$ cat src/rtl/alu_arbiter_pkg.sv
// Shared definitions for the ALU arbiter: ALU opcodes, FSM state encoding
// and the opcode legality check used before an operation is issued.
package alu_arbiter_pkg;

    localparam logic [3:0] ALU_AND  = 4'b0000;
    localparam logic [3:0] ALU_OR   = 4'b0001;
    localparam logic [3:0] ALU_ADD  = 4'b0010;
    localparam logic [3:0] ALU_SLL  = 4'b0011;
    localparam logic [3:0] ALU_SUB  = 4'b0110;
    localparam logic [3:0] ALU_SLT  = 4'b0111;
    localparam logic [3:0] ALU_SRL  = 4'b1000;
    localparam logic [3:0] ALU_SRA  = 4'b1001;
    localparam logic [3:0] ALU_NOR  = 4'b1010;
    localparam logic [3:0] ALU_SLTU = 4'b1011;
    localparam logic [3:0] ALU_XOR  = 4'b1100;

    typedef enum logic [1:0] {
        ST_IDLE = 2'd0,
        ST_EXEC = 2'd1,
        ST_RESP = 2'd2
    } arb_state_e;

    // Codes outside the ALU's decoded set must never reach the ALU.
    function automatic logic alu_op_legal(input logic [3:0] ctrl);
        case (ctrl)
            ALU_AND, ALU_OR, ALU_ADD, ALU_SLL, ALU_SUB, ALU_SLT,
            ALU_SRL, ALU_SRA, ALU_NOR, ALU_SLTU, ALU_XOR: return 1'b1;
            default:                                      return 1'b0;
        endcase
    endfunction

endpackage

$ cat src/rtl/alu_arbiter_rr_arbiter.sv
// Combinational round-robin picker: first asserted request at or after ptr,
// wrapping, returned both one-hot and as an index.
module rr_arbiter #(
    parameter int NUM_REQ = 2,
    parameter int IDX_W   = (NUM_REQ > 1) ? $clog2(NUM_REQ) : 1
) (
    input  logic [NUM_REQ-1:0] req,
    input  logic [IDX_W-1:0]   ptr,
    output logic [NUM_REQ-1:0] grant,
    output logic [IDX_W-1:0]   grant_idx,
    output logic               grant_any
);

    logic [IDX_W-1:0] cand_s;

    // Scan requesters starting at ptr and keep the first one found.
    always_comb begin
        grant     = {NUM_REQ{1'b0}};
        grant_idx = {IDX_W{1'b0}};
        grant_any = 1'b0;
        cand_s    = {IDX_W{1'b0}};
        for (int i = 0; i < NUM_REQ; i++) begin
            cand_s = IDX_W'((int'(ptr) + i) % NUM_REQ);
            if (!grant_any && req[cand_s]) begin
                grant_any     = 1'b1;
                grant[cand_s] = 1'b1;
                grant_idx     = cand_s;
            end else begin
                grant_any = grant_any;
            end
        end
    end

endmodule

$ cat src/rtl/alu_arbiter.sv
// Shares one combinational ALU between NUM_REQ requesters. One operation at
// a time: accept (IDLE) -> drive ALU (EXEC) -> hold response (RESP).
module alu_arbiter
    import alu_arbiter_pkg::*;
#(
    parameter int NUM_REQ = 2,
    parameter int DATA_W  = 32
) (
    input  logic                      clk,
    input  logic                      rst,
    input  logic [NUM_REQ-1:0]        req_valid,
    output logic [NUM_REQ-1:0]        req_ready,
    input  logic [4*NUM_REQ-1:0]      req_ctrl,
    input  logic [DATA_W*NUM_REQ-1:0] req_src1,
    input  logic [DATA_W*NUM_REQ-1:0] req_src2,
    input  logic [5*NUM_REQ-1:0]      req_shamt,
    output logic [NUM_REQ-1:0]        rsp_valid,
    input  logic [NUM_REQ-1:0]        rsp_ready,
    output logic [DATA_W-1:0]         rsp_result,
    output logic                      rsp_zero,
    output logic                      rsp_cout,
    output logic                      rsp_overflow,
    output logic                      rsp_err,
    output logic [3:0]                alu_ctrl,
    output logic [DATA_W-1:0]         alu_src1,
    output logic [DATA_W-1:0]         alu_src2,
    output logic [4:0]                alu_shamt,
    input  logic [DATA_W-1:0]         alu_result,
    input  logic                      alu_zero,
    input  logic                      alu_cout,
    input  logic                      alu_overflow
);

    localparam int IDX_W = (NUM_REQ > 1) ? $clog2(NUM_REQ) : 1;

    arb_state_e             state_q, state_d;
    logic [IDX_W-1:0]       rr_ptr_q, rr_ptr_d;
    logic [IDX_W-1:0]       grant_idx_q, grant_idx_d;
    logic [3:0]             ctrl_q, ctrl_d;
    logic [DATA_W-1:0]      src1_q, src1_d;
    logic [DATA_W-1:0]      src2_q, src2_d;
    logic [4:0]             shamt_q, shamt_d;
    logic                   illegal_q, illegal_d;
    logic [NUM_REQ-1:0]     rsp_valid_q, rsp_valid_d;
    logic [DATA_W-1:0]      rsp_result_q, rsp_result_d;
    logic                   rsp_zero_q, rsp_zero_d;
    logic                   rsp_cout_q, rsp_cout_d;
    logic                   rsp_ovf_q, rsp_ovf_d;
    logic                   rsp_err_q, rsp_err_d;

    logic [NUM_REQ-1:0]     arb_grant_s;
    logic [IDX_W-1:0]       arb_idx_s;
    logic                   arb_any_s;
    logic [31:0]            sel_base_s;
    logic [3:0]             sel_ctrl_s;

    rr_arbiter #(
        .NUM_REQ (NUM_REQ),
        .IDX_W   (IDX_W)
    ) u_rr (
        .req       (req_valid),
        .ptr       (rr_ptr_q),
        .grant     (arb_grant_s),
        .grant_idx (arb_idx_s),
        .grant_any (arb_any_s)
    );

    // Next-state, operand latch and response capture for the issue FSM.
    always_comb begin
        state_d      = state_q;
        rr_ptr_d     = rr_ptr_q;
        grant_idx_d  = grant_idx_q;
        ctrl_d       = ctrl_q;
        src1_d       = src1_q;
        src2_d       = src2_q;
        shamt_d      = shamt_q;
        illegal_d    = illegal_q;
        rsp_valid_d  = rsp_valid_q;
        rsp_result_d = rsp_result_q;
        rsp_zero_d   = rsp_zero_q;
        rsp_cout_d   = rsp_cout_q;
        rsp_ovf_d    = rsp_ovf_q;
        rsp_err_d    = rsp_err_q;
        req_ready    = {NUM_REQ{1'b0}};
        sel_base_s   = 32'(arb_idx_s);
        sel_ctrl_s   = req_ctrl[sel_base_s*32'd4 +: 4];
        case (state_q)
            ST_IDLE: begin
                if (arb_any_s) begin
                    req_ready   = arb_grant_s;
                    grant_idx_d = arb_idx_s;
                    // Illegal codes are parked as AND so the ALU never sees them.
                    illegal_d   = !alu_op_legal(sel_ctrl_s);
                    ctrl_d      = alu_op_legal(sel_ctrl_s) ? sel_ctrl_s : ALU_AND;
                    src1_d      = req_src1[sel_base_s*DATA_W +: DATA_W];
                    src2_d      = req_src2[sel_base_s*DATA_W +: DATA_W];
                    shamt_d     = req_shamt[sel_base_s*32'd5 +: 5];
                    state_d     = ST_EXEC;
                end else begin
                    state_d = ST_IDLE;
                end
            end
            ST_EXEC: begin
                if (illegal_q) begin
                    rsp_result_d = {DATA_W{1'b0}};
                    rsp_zero_d   = 1'b0;
                    rsp_cout_d   = 1'b0;
                    rsp_ovf_d    = 1'b0;
                    rsp_err_d    = 1'b1;
                end else begin
                    rsp_result_d = alu_result;
                    rsp_zero_d   = alu_zero;
                    rsp_cout_d   = alu_cout;
                    rsp_ovf_d    = alu_overflow;
                    rsp_err_d    = 1'b0;
                end
                rsp_valid_d              = {NUM_REQ{1'b0}};
                rsp_valid_d[grant_idx_q] = 1'b1;
                state_d                  = ST_RESP;
            end
            ST_RESP: begin
                if (rsp_ready[grant_idx_q]) begin
                    rsp_valid_d = {NUM_REQ{1'b0}};
                    rr_ptr_d    = (grant_idx_q == IDX_W'(NUM_REQ - 1)) ?
                                  {IDX_W{1'b0}} : grant_idx_q + IDX_W'(1);
                    state_d     = ST_IDLE;
                end else begin
                    state_d = ST_RESP;
                end
            end
            default: begin
                rsp_valid_d = {NUM_REQ{1'b0}};
                state_d     = ST_IDLE;
            end
        endcase
    end

    // State and datapath registers; reset wins over any in-flight operation.
    always_ff @(posedge clk) begin
        if (rst) begin
            state_q      <= ST_IDLE;
            rr_ptr_q     <= {IDX_W{1'b0}};
            grant_idx_q  <= {IDX_W{1'b0}};
            ctrl_q       <= 4'b0000;
            src1_q       <= {DATA_W{1'b0}};
            src2_q       <= {DATA_W{1'b0}};
            shamt_q      <= 5'd0;
            illegal_q    <= 1'b0;
            rsp_valid_q  <= {NUM_REQ{1'b0}};
            rsp_result_q <= {DATA_W{1'b0}};
            rsp_zero_q   <= 1'b0;
            rsp_cout_q   <= 1'b0;
            rsp_ovf_q    <= 1'b0;
            rsp_err_q    <= 1'b0;
        end else begin
            state_q      <= state_d;
            rr_ptr_q     <= rr_ptr_d;
            grant_idx_q  <= grant_idx_d;
            ctrl_q       <= ctrl_d;
            src1_q       <= src1_d;
            src2_q       <= src2_d;
            shamt_q      <= shamt_d;
            illegal_q    <= illegal_d;
            rsp_valid_q  <= rsp_valid_d;
            rsp_result_q <= rsp_result_d;
            rsp_zero_q   <= rsp_zero_d;
            rsp_cout_q   <= rsp_cout_d;
            rsp_ovf_q    <= rsp_ovf_d;
            rsp_err_q    <= rsp_err_d;
        end
    end

    assign alu_ctrl     = ctrl_q;
    assign alu_src1     = src1_q;
    assign alu_src2     = src2_q;
    assign alu_shamt    = shamt_q;
    assign rsp_valid    = rsp_valid_q;
    assign rsp_result   = rsp_result_q;
    assign rsp_zero     = rsp_zero_q;
    assign rsp_cout     = rsp_cout_q;
    assign rsp_overflow = rsp_ovf_q;
    assign rsp_err      = rsp_err_q;

endmodule

$ cat config.mk
export PLATFORM = sky130hd
export DESIGN_NAME = alu_arbiter
export DESIGN_NICKNAME = d
export VERILOG_FILES = /design/src/rtl/alu_arbiter_pkg.sv /design/src/rtl/alu_arbiter_rr_arbiter.sv /design/src/rtl/alu_arbiter.sv
export SDC_FILE = /design/constraint.sdc
export NUM_CORES = 1
export LEC_CHECK = 0
export CELL_PAD_IN_SITES_DETAIL_PLACEMENT = 0
export CELL_PAD_IN_SITES_GLOBAL_PLACEMENT = 2
export CORE_ASPECT_RATIO = 2
export CORE_MARGIN = 2
export CORE_UTILIZATION = 22
export CTS_BUF_LIST = sky130_fd_sc_hd__clkbuf_4 sky130_fd_sc_hd__clkbuf_8
export DETAILED_ROUTE_END_ITERATION = 16
export GPL_TIMING_DRIVEN = 0
export HOLD_SLACK_MARGIN = 0.12
export PLACE_DENSITY = 0.85
export SYNTH_ARGS = -nofsm -noshare
export SYNTH_HDL_FRONTEND = slang
export SYNTH_HIERARCHICAL = 1
export SYNTH_SLANG_ARGS = --single-unit
$ cat constraint.sdc
create_clock -name clk -period 2.13 [get_ports clk]
set_clock_uncertainty 0.15 [all_clocks]
set_input_delay 0.3195 -clock clk [delete_from_list [all_inputs] [get_ports clk]]
set_output_delay 0.3195 -clock clk [all_outputs]
set_load 0.02 [all_outputs]
# Word level (Yosys, flattened, before mapping)
# Memories as Yosys holds them, arrays and structs flattened.
# Index checks and enable logic that the tools add are counted.
# word_totals
rom_bits	32
mem_count	2
input_bits	187
regBits	116
elab_cells	80
# op_classes
n_mul	1
mux	36
eq_ne	3
reduce_logical	10
shift	4
addsub	2
order_cmp	6
bitwise_logic	2
# memory_table
memory	words	width	rd	rd_ports_with_merged_regs	wr	line	source
(no name shown)	16	1	1	0	0	alu_arbiter_pkg.sv:25	case (ctrl)
(no name shown)	16	1	1	0	0	alu_arbiter_pkg.sv:25	
# ops
operator	count
indexed part select 64 x 7 -> 32 bit	2
two-way mux 32 bit	1
two-way mux 1 bit	23
two-way mux 2 bit	6
one-hot mux 2 bit (3 select lines)	2
indexed part select 10 x 5 -> 5 bit	1
indexed part select 8 x 4 -> 4 bit	1
< comparator 1 x 2 -> 1 bit (second input constant)	3
AND reduction 2 bit	3
logical AND 1 bit	4
multiplier 1 x 3 -> 4 bit (second input constant)	1
two-way mux 4 bit	1
demux 1 bit (select 1 bit)	3
greater-or-equal comparator 1 bit (second input constant)	3
adder 1 bit (second input constant)	2
equality test 2 x 1 -> 1 bit (second input constant)	1
equality test 2 bit (second input constant)	1
logical NOT 1 bit	2
logical NOT 2 bit	1
inequality test 2 bit (second input constant)	1
bitwise OR 2 bit	1
inverter 1 bit	1

# Depth between registers and ports, before layout
# An unclocked memory read counts as a cell.
# depth
word_depth	11
depth_mapped	7
mapped_depth_nobuf	6

# Hierarchy
# Netlist, hierarchy kept.
# modules_own_cells
mod	cells_each	instances	area_each_um2
alu_arbiter	528	1	5345.1
rr_arbiter	5	1	32.5

# Least setup slack after synthesis
# OpenSTA, ideal clock, no wires.
# synth_timing
path_type	register -> register
startpoint	register rr_ptr_q
endpoint	register shamt_q[0] (netlist: alu_shamt[0])
setup_time_ns	0.146
slack_ns	0.488
path_stages_with_launch	8
t_arrival_ns	1.346
n_path_buf	3
period_less_slack_ns	1.642
path_cell_list	dfxtp_1 -> inv_1 -> a21boi_0 -> buf_4 -> buf_6 -> buf_2 -> mux2i_1 -> a211oi_2
# synth_via
elab_chain_cells	8
elab_cells_between_ends	14
# synth_lines
element	line	source
start, declared	alu_arbiter.sv:37	logic [IDX_W-1:0] rr_ptr_q, rr_ptr_d;
start signal, assigned	alu_arbiter.sv:142	rr_ptr_q <= {IDX_W{1'b0}};
start signal, assigned	alu_arbiter.sv:157	rr_ptr_q <= rr_ptr_d;
two-way mux 1 bit (implied by the code) (2 in series)	alu_arbiter_rr_arbiter.sv:24	if (!grant_any && req[cand_s]) begin
two-way mux 1 bit	alu_arbiter_rr_arbiter.sv:24	
logical NOT 1 bit	alu_arbiter_rr_arbiter.sv:24	
logical AND 1 bit	alu_arbiter_rr_arbiter.sv:24	
two-way mux 1 bit (*)	alu_arbiter_rr_arbiter.sv:24	
net arb_idx_s	alu_arbiter.sv:52	logic [IDX_W-1:0] arb_idx_s;
multiplier 1 x 3 -> 4 bit (*)	alu_arbiter.sv:97	shamt_d = req_shamt[sel_base_s*32'd5 +: 5];
indexed part select 10 x 5 -> 5 bit (*)	alu_arbiter.sv:97	
end signal, assigned	alu_arbiter.sv:162	shamt_q <= shamt_d;
end, declared	alu_arbiter.sv:42	logic [4:0] shamt_q, shamt_d;
# The timed path passes the listed nets; every way through them passes the cells marked *. The select of a mux whose other input is x is not followed.
# A chain may end at the register's enable or synchronous reset.

# Worst setup path in the final report
# layout_timing
startpoint	input port req_valid[1]
endpoint	output port req_ready[0]
# layout_via
elab_chain_cells	8
elab_cells_between_ends	13
# layout_lines
element	line	source
start, declared	alu_arbiter.sv:11	input logic [NUM_REQ-1:0] req_valid,
two-way mux 1 bit (implied by the code) (2 in series)	alu_arbiter_rr_arbiter.sv:24	
two-way mux 1 bit	alu_arbiter_rr_arbiter.sv:24	
logical NOT 1 bit	alu_arbiter_rr_arbiter.sv:24	
logical AND 1 bit	alu_arbiter_rr_arbiter.sv:24	
two-way mux 1 bit (*)	alu_arbiter_rr_arbiter.sv:24	
net arb_any_s	alu_arbiter.sv:53	logic arb_any_s;
two-way mux 2 bit (*)	alu_arbiter.sv:89	if (arb_any_s) begin
two-way mux 2 bit (*)	alu_arbiter.sv:87	case (state_q)
end, declared	alu_arbiter.sv:12	output logic [NUM_REQ-1:0] req_ready,
# Marks and branches as above.

==> summary.md <==
| Metric | Value |
|---|---|
| Outcome | finished, final reports clean |
| Crit path from | req_valid[1] |
| GR Overflow Total | 0 |
| Antenna fix cells | 0 |
| Crit Path Max Fanout | 4 |
| DRT iter0 DRCs | 107 |
| GR Util met1 | 0.160 |
| Core Area | 24200 µm² |
| Leak Pwr | 3.35 nW |
| Final instance area | 9200 µm² |
| Total CTS buffers | 17 |
| Met3 GRT Util | 0.0788 |
| GRT Overall Usage | 0.147 |
| Reg clk slew, reported paths | 0.08 ns |
| Max Cap Viol | 0 |
| Global route hottest layer | met2 |
| Layout cell share with drive strength beyond 1 | 0.163 |
| DR pass1 iterations | 4 |
| RD Place Congestion | 0.745 |
| Crit path max-delay cell type | clkdlybuf4s50_1 |
| Worst setup EP type | primary output |
| Gate Count Post-Synth | 533 |
| Wire length of the first global-routing pass | 29000 µm |
| Initial antenna violation count | 0 |
| CTS root buf | clkbuf_8 |
| Residual DRC | 0 |
| Sequential area share after synthesis | 0.432 |
| Initial core utilization | 0.222 |
| H-tree depth | 4 |
| Total Wirelength | 19300 µm |
| Routed vias/inst | 4.48 |
| Post-Layout Cell Count | 1153 |
| Hold Buf Count CTS | 0 |
| Die ar. | 25800 µm² |
| Period minus WS final | 2.00 ns |
| Slew Limit Fails | 0 |
| Skew-Pair Late Insertion Delay | 0.45 ns |
| Placed Area | 8720 µm² |
| Layout area overhead | 71.1% |
| RR Startpoint | rr_ptr_q |
| Post CTS Setup Buffer Count | 0 |
| Worst hold-check path type | flop to flop |
| Port Buf Inserts | 298 |
| Cell Area, Synth | 5380 µm² |
| Post-Route Setup TNS | 0 ns |
| Post-synthesis cell type count | 34 |
| Worst Slack Setup Final | 0.130 ns |
| Critical hold path startpoint | alu_ctrl[0] |
| Achievable Freq | 0.500 GHz |
| Num rows | 81 |
| Final hold viol count | 0 |
| Vias in the first global route | 5239 |
| Slowest stage delay, CP | 0.45 ns |
| DIE HEIGHT | 225 µm |
| Horiz. Die Dim | 115 µm |
| CP cell instances | clkdlybuf4s50_1, or2_1, and3_1, dlygate4sd2_1 |
| Post-route ant nets | 0 |
| Most frequent cells in the layout | clkdlybuf4s50_1 (296), dfxtp_1 (116), nor2_1 (113) |
| Grt met2 use | 0.246 |
| CTS max path bufs | 2 |
| CP Data Arrival Time | 1.53 ns |
| CTS tree | yes |
| Worst Path Class, Setup | input pin to primary output |
| # placed instances | 1121 |
| Period utilisation layout | 0.939 |
| Io pins | 300 |
| Worst Max-Slew Pin Slew | 0.755 ns |
| Finished Core Util | 0.380 |
| Pwr dens | 764 nW/µm² |
| Clk sinks | 116 |
| Final setup violation count | 0 |
| Setup Slack @ Placement | -0.523 ns |
| Startpoint class of the critical path | input pin |
| Largest vdd supply drop | 0.478 mV |
| Detailed Place HPWL | 15300 µm |
| CP required | 1.66 ns |
| #FFs+latches synth | 116 |
| Fin nets | 1037 |
| Syn Nets | 720 |
| Avg WL per Cell | 16.8 µm |
| Largest net degree at the start of global routing | 17 |
| Most common cell after layout, fill and taps aside | clkdlybuf4s50_1 |
| Ys Warns | 6 |
| Relative slew slack | 0.496 |
| Synth Area per Inst | 10.1 µm² |
| Detailed-route via count | 5165 |
-- final cells by class --
| cell class | instances | area [µm²] |
|---|---|---|
| fill | 2431 | 15000 |
| clock buffer | 18 | 241 |
| tap | 290 | 363 |
| clock inverter | 14 | 224 |
| multi-input combinational | 364 | 2750 |
| buffer | 50 | 309 |
| timing repair buffer | 298 | 2980 |
| sequential | 116 | 2320 |
| inverter | 3 | 11.3 |
-- stage by stage --
step | power, mW | hold WS [ns]
after floorplan | 3.65 | 0.286
after global placement | 4.66 | 0.290
after detailed placement | 4.68 | 0.296
after CTS | 7.16 | 0.297
after global routing | 7.40 | 0.323
final | 7.03 | 0.308
-- state kept, by name, indices dropped and copies added, names as in the netlist, 2 cells and up --
| signal | flops |
|---|---|
| state_q | 2 |
| alu_shamt | 5 |
| rsp_valid | 2 |
| alu_src1 | 32 |
| rsp_result | 32 |
| alu_ctrl | 4 |
| alu_src2 | 32 |
-- path summary, 6_finish.rpt --
path / depth (start not counted) / slack (ns) / to
worst min-delay path: 2 / 0.31 / alu_ctrl[0]
worst max register to register: 7 / 0.14 / alu_src2[30]
worst max-delay path: 4 / 0.13 / req_ready[0]
worst min register to register: 2 / 0.31 / alu_ctrl[0]
-- where the power goes --
| part | internal, mW | total [mW] | leakage, nW | switching [mW] |
|---|---|---|---|---|
| sequential | 2.40 | 2.52 | 0.958 | 0.122 |
| combinational | 1.05 | 2.09 | 2.16 | 1.04 |
| clock | 1.42 | 2.42 | 0.232 | 0.999 |
| total | 4.87 | 7.03 | 3.35 | 2.16 |
-- synth_stat cells, drive strengths merged --
master	count	area (µm²)
a211oi	70	871
or3	1	6.26
nand2	5	18.8
nand2b	3	18.8
nor4b	1	15.0
and4bb	1	12.5
a21oi	42	210
nor2	114	430
nor3	1	5.00
mux2i	71	711
a311oi	2	17.5
or2	1	6.26
and3	2	12.5
a21boi	3	22.5
inv	3	11.3
a2111oi	2	30.0
clkbuf	18	67.6
dfxtp	116	2320
nor4	1	21.3
and2	2	12.5
buf	32	231
mux2	2	22.5
nor3b	35	263
nor2b	1	6.26
o21ba	1	10.0
a32oi	2	17.5
nand3	1	5.00
-- logic make-up (layout without fill, tap and decap cells) --
| family | count (synthesis) | after routing | synth area share |
|---|---|---|---|
| AO/OA/AOI/OAI | 122 | 122 | 0.219 |
| buffers and inverters | 53 | 383 | 0.0577 |
| flip-flops | 116 | 116 | 0.432 |
| AND/OR/NAND/NOR | 169 | 169 | 0.155 |
| multiplexers | 73 | 73 | 0.136 |
-- routing by layer --
metal  vias up  wire length (µm)
li1       2534                 -
met1      2337              7940
met2       281              8740
met3        13              2450
met4         0               209
met5         -                 0
-- worst max-delay path, delay by kind of cell --
kind | cells | cell delay (ns)
and+or+nand+nor | 2 | 0.44
buffers and inverters | 2 | 0.77
-- what timing repair did --
action,CTS,global route
gates resized for setup,5,5
endpoints found under the setup margin,4,12
gates cloned,0,0
Note: power is estimated with default switching activity, not from simulation.
